File: src/rtl/writeback_stage_pkg.sv
// Shared types for the writeback stage: load size encodings, FSM states and width defaults.
// Also used by the load extractor and the later store-merge unit.
package writeback_stage_pkg;

  localparam int WB_DATA_W = 32;
  localparam int WB_ADDR_W = 5;

  typedef enum logic [1:0] {
    LS_WORD = 2'b00,
    LS_HALF = 2'b01,
    LS_BYTE = 2'b10,
    LS_RSVD = 2'b11
  } load_size_e;

  typedef enum logic {
    WB_IDLE      = 1'b0,
    WB_WAIT_LOAD = 1'b1
  } wb_state_e;

endpackage

File: src/rtl/writeback_stage_if.sv
// MEM-to-WB handshake bundle: the instruction the MEM stage presents plus the stall back to it.
interface writeback_stage_if
  import writeback_stage_pkg::*;
#(
  parameter int DATA_W = WB_DATA_W,
  parameter int ADDR_W = WB_ADDR_W
);

  logic              m_valid;
  logic              m_regwrite;
  logic              m_memtoreg;
  logic [ADDR_W-1:0] m_wa;
  logic [DATA_W-1:0] m_alu_result;
  logic [1:0]        m_load_size;
  logic              m_load_signed;
  logic [DATA_W-1:0] m_load_data;
  logic              m_load_ready;
  logic              wb_stall;

  modport master (
    output m_valid, m_regwrite, m_memtoreg, m_wa, m_alu_result,
           m_load_size, m_load_signed, m_load_data, m_load_ready,
    input  wb_stall
  );

  modport slave (
    input  m_valid, m_regwrite, m_memtoreg, m_wa, m_alu_result,
           m_load_size, m_load_signed, m_load_data, m_load_ready,
    output wb_stall
  );

endinterface

File: src/rtl/writeback_stage_load_extract.sv
// Big-endian sub-word select and sign/zero extension of a raw data-memory word.
module writeback_stage_load_extract
  import writeback_stage_pkg::*;
#(
  parameter int DATA_W = WB_DATA_W
) (
  input  logic [DATA_W-1:0] data,
  input  load_size_e        size,
  input  logic              is_signed,
  input  logic [1:0]        addr,
  output logic [DATA_W-1:0] value
);

  logic [7:0]  byte_sel;
  logic [15:0] half_sel;

  // Lane 0 is the most significant byte.
  always_comb begin
    byte_sel = data[31:24];
    case (addr)
      2'd0: byte_sel = data[31:24];
      2'd1: byte_sel = data[23:16];
      2'd2: byte_sel = data[15:8];
      2'd3: byte_sel = data[7:0];
      default: byte_sel = data[31:24];
    endcase
  end

  assign half_sel = addr[1] ? data[15:0] : data[31:16];

  always_comb begin
    value = data;
    case (size)
      LS_BYTE: value = {{(DATA_W-8){is_signed & byte_sel[7]}}, byte_sel};
      LS_HALF: value = {{(DATA_W-16){is_signed & half_sel[15]}}, half_sel};
      default: value = data;
    endcase
  end

endmodule

File: src/rtl/writeback_stage.sv
// MEM/WB pipeline register with slow-load wait FSM, register file write port and ID bypass.
//
// state        | meaning
// WB_IDLE      | accepting from MEM; stalls combinationally if a load arrives unready
// WB_WAIT_LOAD | load control latched, upstream frozen until m_load_ready
module writeback_stage
  import writeback_stage_pkg::*;
#(
  parameter int DATA_W = WB_DATA_W,
  parameter int ADDR_W = WB_ADDR_W
) (
  input  logic                clk,
  input  logic                rst,
  writeback_stage_if.slave    mem,
  output logic [ADDR_W-1:0]   wa,
  output logic [DATA_W-1:0]   wd,
  output logic                regwrite,
  input  logic [ADDR_W-1:0]   id_ra1,
  input  logic [ADDR_W-1:0]   id_ra2,
  input  logic [DATA_W-1:0]   rf_rd1,
  input  logic [DATA_W-1:0]   rf_rd2,
  output logic [DATA_W-1:0]   id_rd1,
  output logic [DATA_W-1:0]   id_rd2
);

  wb_state_e         state;
  logic              valid_q;
  logic              wb_regwrite_q;
  logic [ADDR_W-1:0] wa_q;
  logic [DATA_W-1:0] wd_q;
  load_size_e        pend_size;
  logic              pend_signed;
  logic [1:0]        pend_addr;

  load_size_e        ext_size;
  logic              ext_signed;
  logic [1:0]        ext_addr;
  logic [DATA_W-1:0] ext_value;
  logic              load_unready;

  assign load_unready = mem.m_valid & mem.m_memtoreg & ~mem.m_load_ready;

  // While waiting, the extractor must use the latched control, not the frozen bus.
  always_comb begin
    ext_size   = load_size_e'(mem.m_load_size);
    ext_signed = mem.m_load_signed;
    ext_addr   = mem.m_alu_result[1:0];
    if (state == WB_WAIT_LOAD) begin
      ext_size   = pend_size;
      ext_signed = pend_signed;
      ext_addr   = pend_addr;
    end
  end

  writeback_stage_load_extract #(.DATA_W(DATA_W)) u_load_extract (
    .data      (mem.m_load_data),
    .size      (ext_size),
    .is_signed (ext_signed),
    .addr      (ext_addr),
    .value     (ext_value)
  );

  always_ff @(posedge clk or negedge rst) begin
    if (!rst) begin
      state         <= WB_IDLE;
      valid_q       <= 1'b0;
      wb_regwrite_q <= 1'b0;
      wa_q          <= '0;
      wd_q          <= '0;
      pend_size     <= LS_WORD;
      pend_signed   <= 1'b0;
      pend_addr     <= 2'b00;
    end else begin
      case (state)
        WB_IDLE: begin
          if (load_unready) begin
            wb_regwrite_q <= mem.m_regwrite;
            wa_q          <= mem.m_wa;
            pend_size     <= load_size_e'(mem.m_load_size);
            pend_signed   <= mem.m_load_signed;
            pend_addr     <= mem.m_alu_result[1:0];
            valid_q       <= 1'b0;
            state         <= WB_WAIT_LOAD;
          end else if (mem.m_valid) begin
            valid_q       <= 1'b1;
            wb_regwrite_q <= mem.m_regwrite;
            wa_q          <= mem.m_wa;
            wd_q          <= mem.m_memtoreg ? ext_value : mem.m_alu_result;
          end else begin
            valid_q <= 1'b0;
          end
        end
        WB_WAIT_LOAD: begin
          if (mem.m_load_ready) begin
            wd_q    <= ext_value;
            valid_q <= 1'b1;
            state   <= WB_IDLE;
          end else begin
            valid_q <= 1'b0;
          end
        end
        default: begin
          valid_q <= 1'b0;
          state   <= WB_IDLE;
        end
      endcase
    end
  end

  assign mem.wb_stall = (state == WB_WAIT_LOAD) | ((state == WB_IDLE) & load_unready);

  // A zero address kills the write, which also keeps $0 out of the bypass.
  assign regwrite = valid_q & wb_regwrite_q & (wa_q != '0);
  assign wa       = wa_q;
  assign wd       = wd_q;

  assign id_rd1 = (regwrite && (wa_q == id_ra1)) ? wd_q : rf_rd1;
  assign id_rd2 = (regwrite && (wa_q == id_ra2)) ? wd_q : rf_rd2;

endmodule

File: src/flat_wrapper.sv
// flat-port wrapper written by rule: the top's interface ports become plain ports
module writeback_stage_flat import writeback_stage_pkg::*;
#(
  parameter int DATA_W = WB_DATA_W,
  parameter int ADDR_W = WB_ADDR_W
)
  (clk, rst, wa, wd, regwrite, id_ra1, id_ra2, rf_rd1, rf_rd2, id_rd1, id_rd2, mem_m_valid, mem_m_regwrite, mem_m_memtoreg, mem_m_wa, mem_m_alu_result, mem_m_load_size, mem_m_load_signed, mem_m_load_data, mem_m_load_ready, mem_wb_stall);
  writeback_stage_if #(.DATA_W(DATA_W), .ADDR_W(ADDR_W)) mem_i ();
  input  logic clk;
  input  logic rst;
  output logic [ADDR_W-1:0] wa;
  output logic [DATA_W-1:0] wd;
  output logic regwrite;
  input  logic [ADDR_W-1:0] id_ra1;
  input  logic [ADDR_W-1:0] id_ra2;
  input  logic [DATA_W-1:0] rf_rd1;
  input  logic [DATA_W-1:0] rf_rd2;
  output logic [DATA_W-1:0] id_rd1;
  output logic [DATA_W-1:0] id_rd2;
  input wire logic [$bits(mem_i.m_valid)-1:0] mem_m_valid;
  input wire logic [$bits(mem_i.m_regwrite)-1:0] mem_m_regwrite;
  input wire logic [$bits(mem_i.m_memtoreg)-1:0] mem_m_memtoreg;
  input wire logic [$bits(mem_i.m_wa)-1:0] mem_m_wa;
  input wire logic [$bits(mem_i.m_alu_result)-1:0] mem_m_alu_result;
  input wire logic [$bits(mem_i.m_load_size)-1:0] mem_m_load_size;
  input wire logic [$bits(mem_i.m_load_signed)-1:0] mem_m_load_signed;
  input wire logic [$bits(mem_i.m_load_data)-1:0] mem_m_load_data;
  input wire logic [$bits(mem_i.m_load_ready)-1:0] mem_m_load_ready;
  output wire logic [$bits(mem_i.wb_stall)-1:0] mem_wb_stall;
  assign mem_i.m_valid = mem_m_valid;
  assign mem_i.m_regwrite = mem_m_regwrite;
  assign mem_i.m_memtoreg = mem_m_memtoreg;
  assign mem_i.m_wa = mem_m_wa;
  assign mem_i.m_alu_result = mem_m_alu_result;
  assign mem_i.m_load_size = mem_m_load_size;
  assign mem_i.m_load_signed = mem_m_load_signed;
  assign mem_i.m_load_data = mem_m_load_data;
  assign mem_i.m_load_ready = mem_m_load_ready;
  assign mem_wb_stall = mem_i.wb_stall;
  writeback_stage #(.DATA_W(DATA_W), .ADDR_W(ADDR_W)) u_core (.clk(clk), .rst(rst), .mem(mem_i), .wa(wa), .wd(wd), .regwrite(regwrite), .id_ra1(id_ra1), .id_ra2(id_ra2), .rf_rd1(rf_rd1), .rf_rd2(rf_rd2), .id_rd1(id_rd1), .id_rd2(id_rd2));
endmodule
File: config.mk
export PLATFORM = sky130hd
export DESIGN_NAME = writeback_stage_flat
export DESIGN_NICKNAME = d
export VERILOG_FILES = /design/src/rtl/writeback_stage_pkg.sv /design/src/rtl/writeback_stage_if.sv /design/src/rtl/writeback_stage_load_extract.sv /design/src/rtl/writeback_stage.sv /design/src/flat_wrapper.sv
export SDC_FILE = /design/constraint.sdc
export NUM_CORES = 1
export LEC_CHECK = 0
export ABC_AREA = 1
export BUFFER_PORTS_ARGS = -buffer_cell sky130_fd_sc_hd__buf_2
export CAP_MARGIN = 25
export CORE_ASPECT_RATIO = 0.7
export CORE_UTILIZATION = 44
export DETAILED_ROUTE_END_ITERATION = 8
export HOLD_SLACK_MARGIN = 0.02
export PLACE_DENSITY_LB_ADDON = 0.08
export SLEW_MARGIN = 30
export SYNTH_ARGS = -nofsm -noshare
export SYNTH_HDL_FRONTEND = slang
export SYNTH_HIERARCHICAL = 1
export SYNTH_SLANG_ARGS = --single-unit
File: constraint.sdc
create_clock -name clk -period 2.5 [get_ports clk]
set_clock_uncertainty 0.05 [all_clocks]
set_input_delay 0.25 -clock clk [delete_from_list [all_inputs] [get_ports clk]]
set_output_delay 0.25 -clock clk [all_outputs]
set_load 0.02 [all_outputs]
==> results.txt <==
----------------------------------------------------
[Synthesis]
  Synthesis Warnings ... 6
  Syn Area/Cell ... 6.21 um^2
  Synth cell types ... 27
  Mapped Nets ... 791
  Number of synthesized register bits ... 45
  Share of synthesized area occupied by flip-flops and latches ... ~28%
  Cell area after technology mapping ... roughly 4000 um^2
  Synthesized netlist cell count ... around 640

[Place]
  Final Wtd Congestion ... ~1.0
  Post-placement cell area ... roughly 5300 um^2
  DPL Wire Length ... 12,100 um
  I/O Buffers ... 254

[Layout]
  Commonest cells after routing, fill and taps aside ... sky130_fd_sc_hd__buf_2 (254), sky130_fd_sc_hd__nand2_1 (246), sky130_fd_sc_hd__a21oi_1 (59)
  Final Instance Area ... between 5000 and 6000 um^2
  Number of nets in the final layout ... 1,027
  Proportion of layout cells with a drive suffix above 1 ... 34.2%
  Most common cell after layout, fill and taps aside ... sky130_fd_sc_hd__buf_2
  Core Util, Final ... around 64%
  Filler cell count in the final layout ... around 830
  Antenna diode count ... 0
  Synthesis-to-finish area growth ... 38.5%

[Routing]
  Final Routed Wirelength ... 15,100 um
  Number of vias per cell ... 5.23
  Number of detailed-route iterations in the first pass ... 5
  Via Count ... 5,192
  Average wire length per cell after detail routing ... between 15 and 20 um
  Drt drc ... 0
  Antenna-violating nets left ... 0
  First DRT Iteration DRCs ... between 400 and 500

[Status]
  Run status ... finished, final reports clean

[CTS]
  Total CTS buffers ... 5
  Buffer cell driving the clock tree root ... sky130_fd_sc_hd__clkbuf_16
  Max Buffers Root-to-Sink ... 2
  Post-CTS setup buffer count ... 0
  H-tree levels ... 2
  Clock-pin slew of the registers on the worst-case setup and hold paths ... 0.06 ns
  TritonCTS clock tree ... done
  Clock latency of the later-clocked register in the worst-skew pair ... between 0.2 and 0.3 ns
  TritonCTS Sinks ... 45

[Floorplanning]
  Starting Density ... 46.1%
  Full die area ... 9380 um^2
  Core box area ... roughly 8600 um^2
  Number of standard-cell rows in the floorplan ... 28
  Vertical die dimension ... about 81 um
  Number of top-level design ports ... 255
  Die Wd ... between 100 and 150 um

[STA]
  Min cycle time layout ... between 2 and 2.5 ns
  Ratio of final minimum period to clock period ... a little over nine tenths
  Setup-failing EPs final ... 0
  Fin. max-slew vios ... 0
  Worst-case headroom to the max-slew limit ... 54.5%
  RSZ-0062 raised after global routing ... false
  Worst Tran Pin Value ... roughly 0.67 ns
  Peak clock frequency supported by timing ... ~430 MHz
  Hold violation count in the final report ... 0

[Worst hold path]
  Worst hold path stage count ... 2
  Worst min-delay path class ... in -> reg

[Setup path]
  Count of cells along the worst register-to-register path ... 10
  CP startpoint kind ... register
  Worst setup EP type ... primary output
  Data arrival time of the critical path ... just over 2 ns
  Worst reg-to-reg setup slack ... roughly 0.18 ns
  Critical path fanouts, max ... 65
  Setup crit end ... id_rd2[8]
  Critical path start-end classification ... reg -> out
  Launching point of the worst reg2reg path ... u_core/state$_DFF_PN0_
  Launch point of the critical path ... u_core/wa[0]$_DFFE_PN0P_
  Data required time at the worst endpoint ... ~2.2 ns
  Destination of the worst register-to-register timing path ... u_core/wd[23]$_DFFE_PN0P_

[Global route]
  Via count of the first global-routing pass ... 4,323
  Global-route wire length before repair ... ~22,000 um
  Grt ovf ... 0
  Busiest grt layer ... met2
  Antenna violations before repair ... 0
  Global Route met2 Usage ... between 40% and 50%
  Total global routing track utilization ... 30.3%
  Pin count of the biggest net entering global routing ... 66
  Met1 capacity usage during global routing ... between 40 and 50%
  Met3 Track Usage GR ... around 4.6%

[Pwr]
  Power density of the placed cells ... ~570 nW/um^2
  Maximum vdd drop ... 0.000444 V
  Static Leak ... roughly 3.2 nW

[Job]
  Max-cap check violation count ... 0

----------------------------------------------------
## critical path: stages (launching register included)
cell and delay, ns:
sky130_fd_sc_hd__dfrtp_1 0.47, sky130_fd_sc_hd__nor2_1 0.11, sky130_fd_sc_hd__nand3_1 0.07, sky130_fd_sc_hd__nand2_1 0.06, sky130_fd_sc_hd__inv_2 0.07, sky130_fd_sc_hd__buf_4 0.50
sky130_fd_sc_hd__nand4_1 0.20, sky130_fd_sc_hd__nand2_1 0.11, sky130_fd_sc_hd__buf_2 0.16
## cells in the mapped netlist (all sizes together)
| master | n | share of area (%) |
|---|---|---|
| a21oi | 61 | 7.8 |
| buf | 31 | 4.7 |
| clkbuf | 11 | 1.0 |
| clkinv | 1 | 0.095 |
| dfrtp | 45 | 28 |
| ha | 2 | 0.63 |
| inv | 35 | 3.3 |
| mux2 | 1 | 0.28 |
| mux2i | 30 | 7.6 |
| nand2 | 250 | 24 |
| nand3 | 41 | 5.3 |
| nand4 | 34 | 5.4 |
| nor2 | 63 | 6.4 |
| nor3 | 1 | 0.41 |
| o21ai | 26 | 3.4 |
| xnor2 | 2 | 0.44 |
| xor2 | 3 | 0.66 |
## logic make-up after synthesis
kind of cell	share of synthesized area, %
mux	7.87
simple gates	41.6
xor+xnor	1.11
fa+ha+maj	0.632
compound gates	11.2
buf+inv	9.14
flops	28.5
## through the flow
step	TNS [ns]	power [mW]	std cells	hold slack, ns	setup slack (ns)
2_1_floorplan	0	1.85	637	-0.0956	0.352
3_3_place_gp	0	2.38	985	0.187	0.0180
3_5_place_dp	-0.0333	2.40	985	0.200	-0.0333
4_1_cts	0	3.13	993	0.125	0.00872
5_1_grt	0	3.32	993	0.128	0.00161
6_report	0	3.14	993	0.124	0.149
## state kept, by name, summed over array words and instances, names as in the netlist
| register | count |
|---|---|
| u_core/wb_regwrite_q | 1 |
| u_core/valid_q | 1 |
| u_core/wd | 32 |
| u_core/pend_signed | 1 |
| u_core/wa | 5 |
| u_core/state | 1 |
| u_core/pend_size | 2 |
| u_core/pend_addr | 2 |
## worst min path at each step
stage | from | endpoint | slack [ns]
final | mem_m_load_ready | u_core/state$_DFF_PN0_ | 0.12
after global routing | mem_m_load_ready | u_core/state$_DFF_PN0_ | 0.13
after CTS | mem_m_load_ready | u_core/state$_DFF_PN0_ | 0.13
after detailed placement | rst | u_core/pend_size[0]$_DFFE_PN0P_ | 0.20
after global placement | rst | u_core/pend_size[0]$_DFFE_PN0P_ | 0.19
after floorplan | rst | u_core/pend_addr[0]$_DFFE_PN0P_ | -0.1
## power by group
part	internal (mW)	switching [mW]
sequential	0.865	0.195
combinational	0.478	0.873
clock	0.464	0.265
total	1.81	1.33
## layout make-up
type	instances	area [um^2]	area share, %
flip-flops and latches	45	1130	20.6
well taps	120	150	2.74
multi-input cells	514	2480	45.3
clock buffers	5	125	2.28
clock inverters	2	35.0	0.639
repair buffers	271	1430	26.0
inverters	36	136	2.49
## routing by layer
| metal | part of all wire, % | up-vias |
|---|---|---|
| li1 | - | 2546 |
| met1 | 44 | 2360 |
| met2 | 45 | 270 |
| met3 | 9.8 | 16 |
| met4 | 1.5 | 0 |
| met5 | 0 | - |
## repair_timing
action	in CTS	in global routing
endpoints found under the hold margin	20	0
cloned	0	0
resized for setup	1	5
pin swaps	0	0
endpoints found under the setup margin	2	6
hold buffers	1	0
No activity file was read; power rests on OpenSTA's default activity.
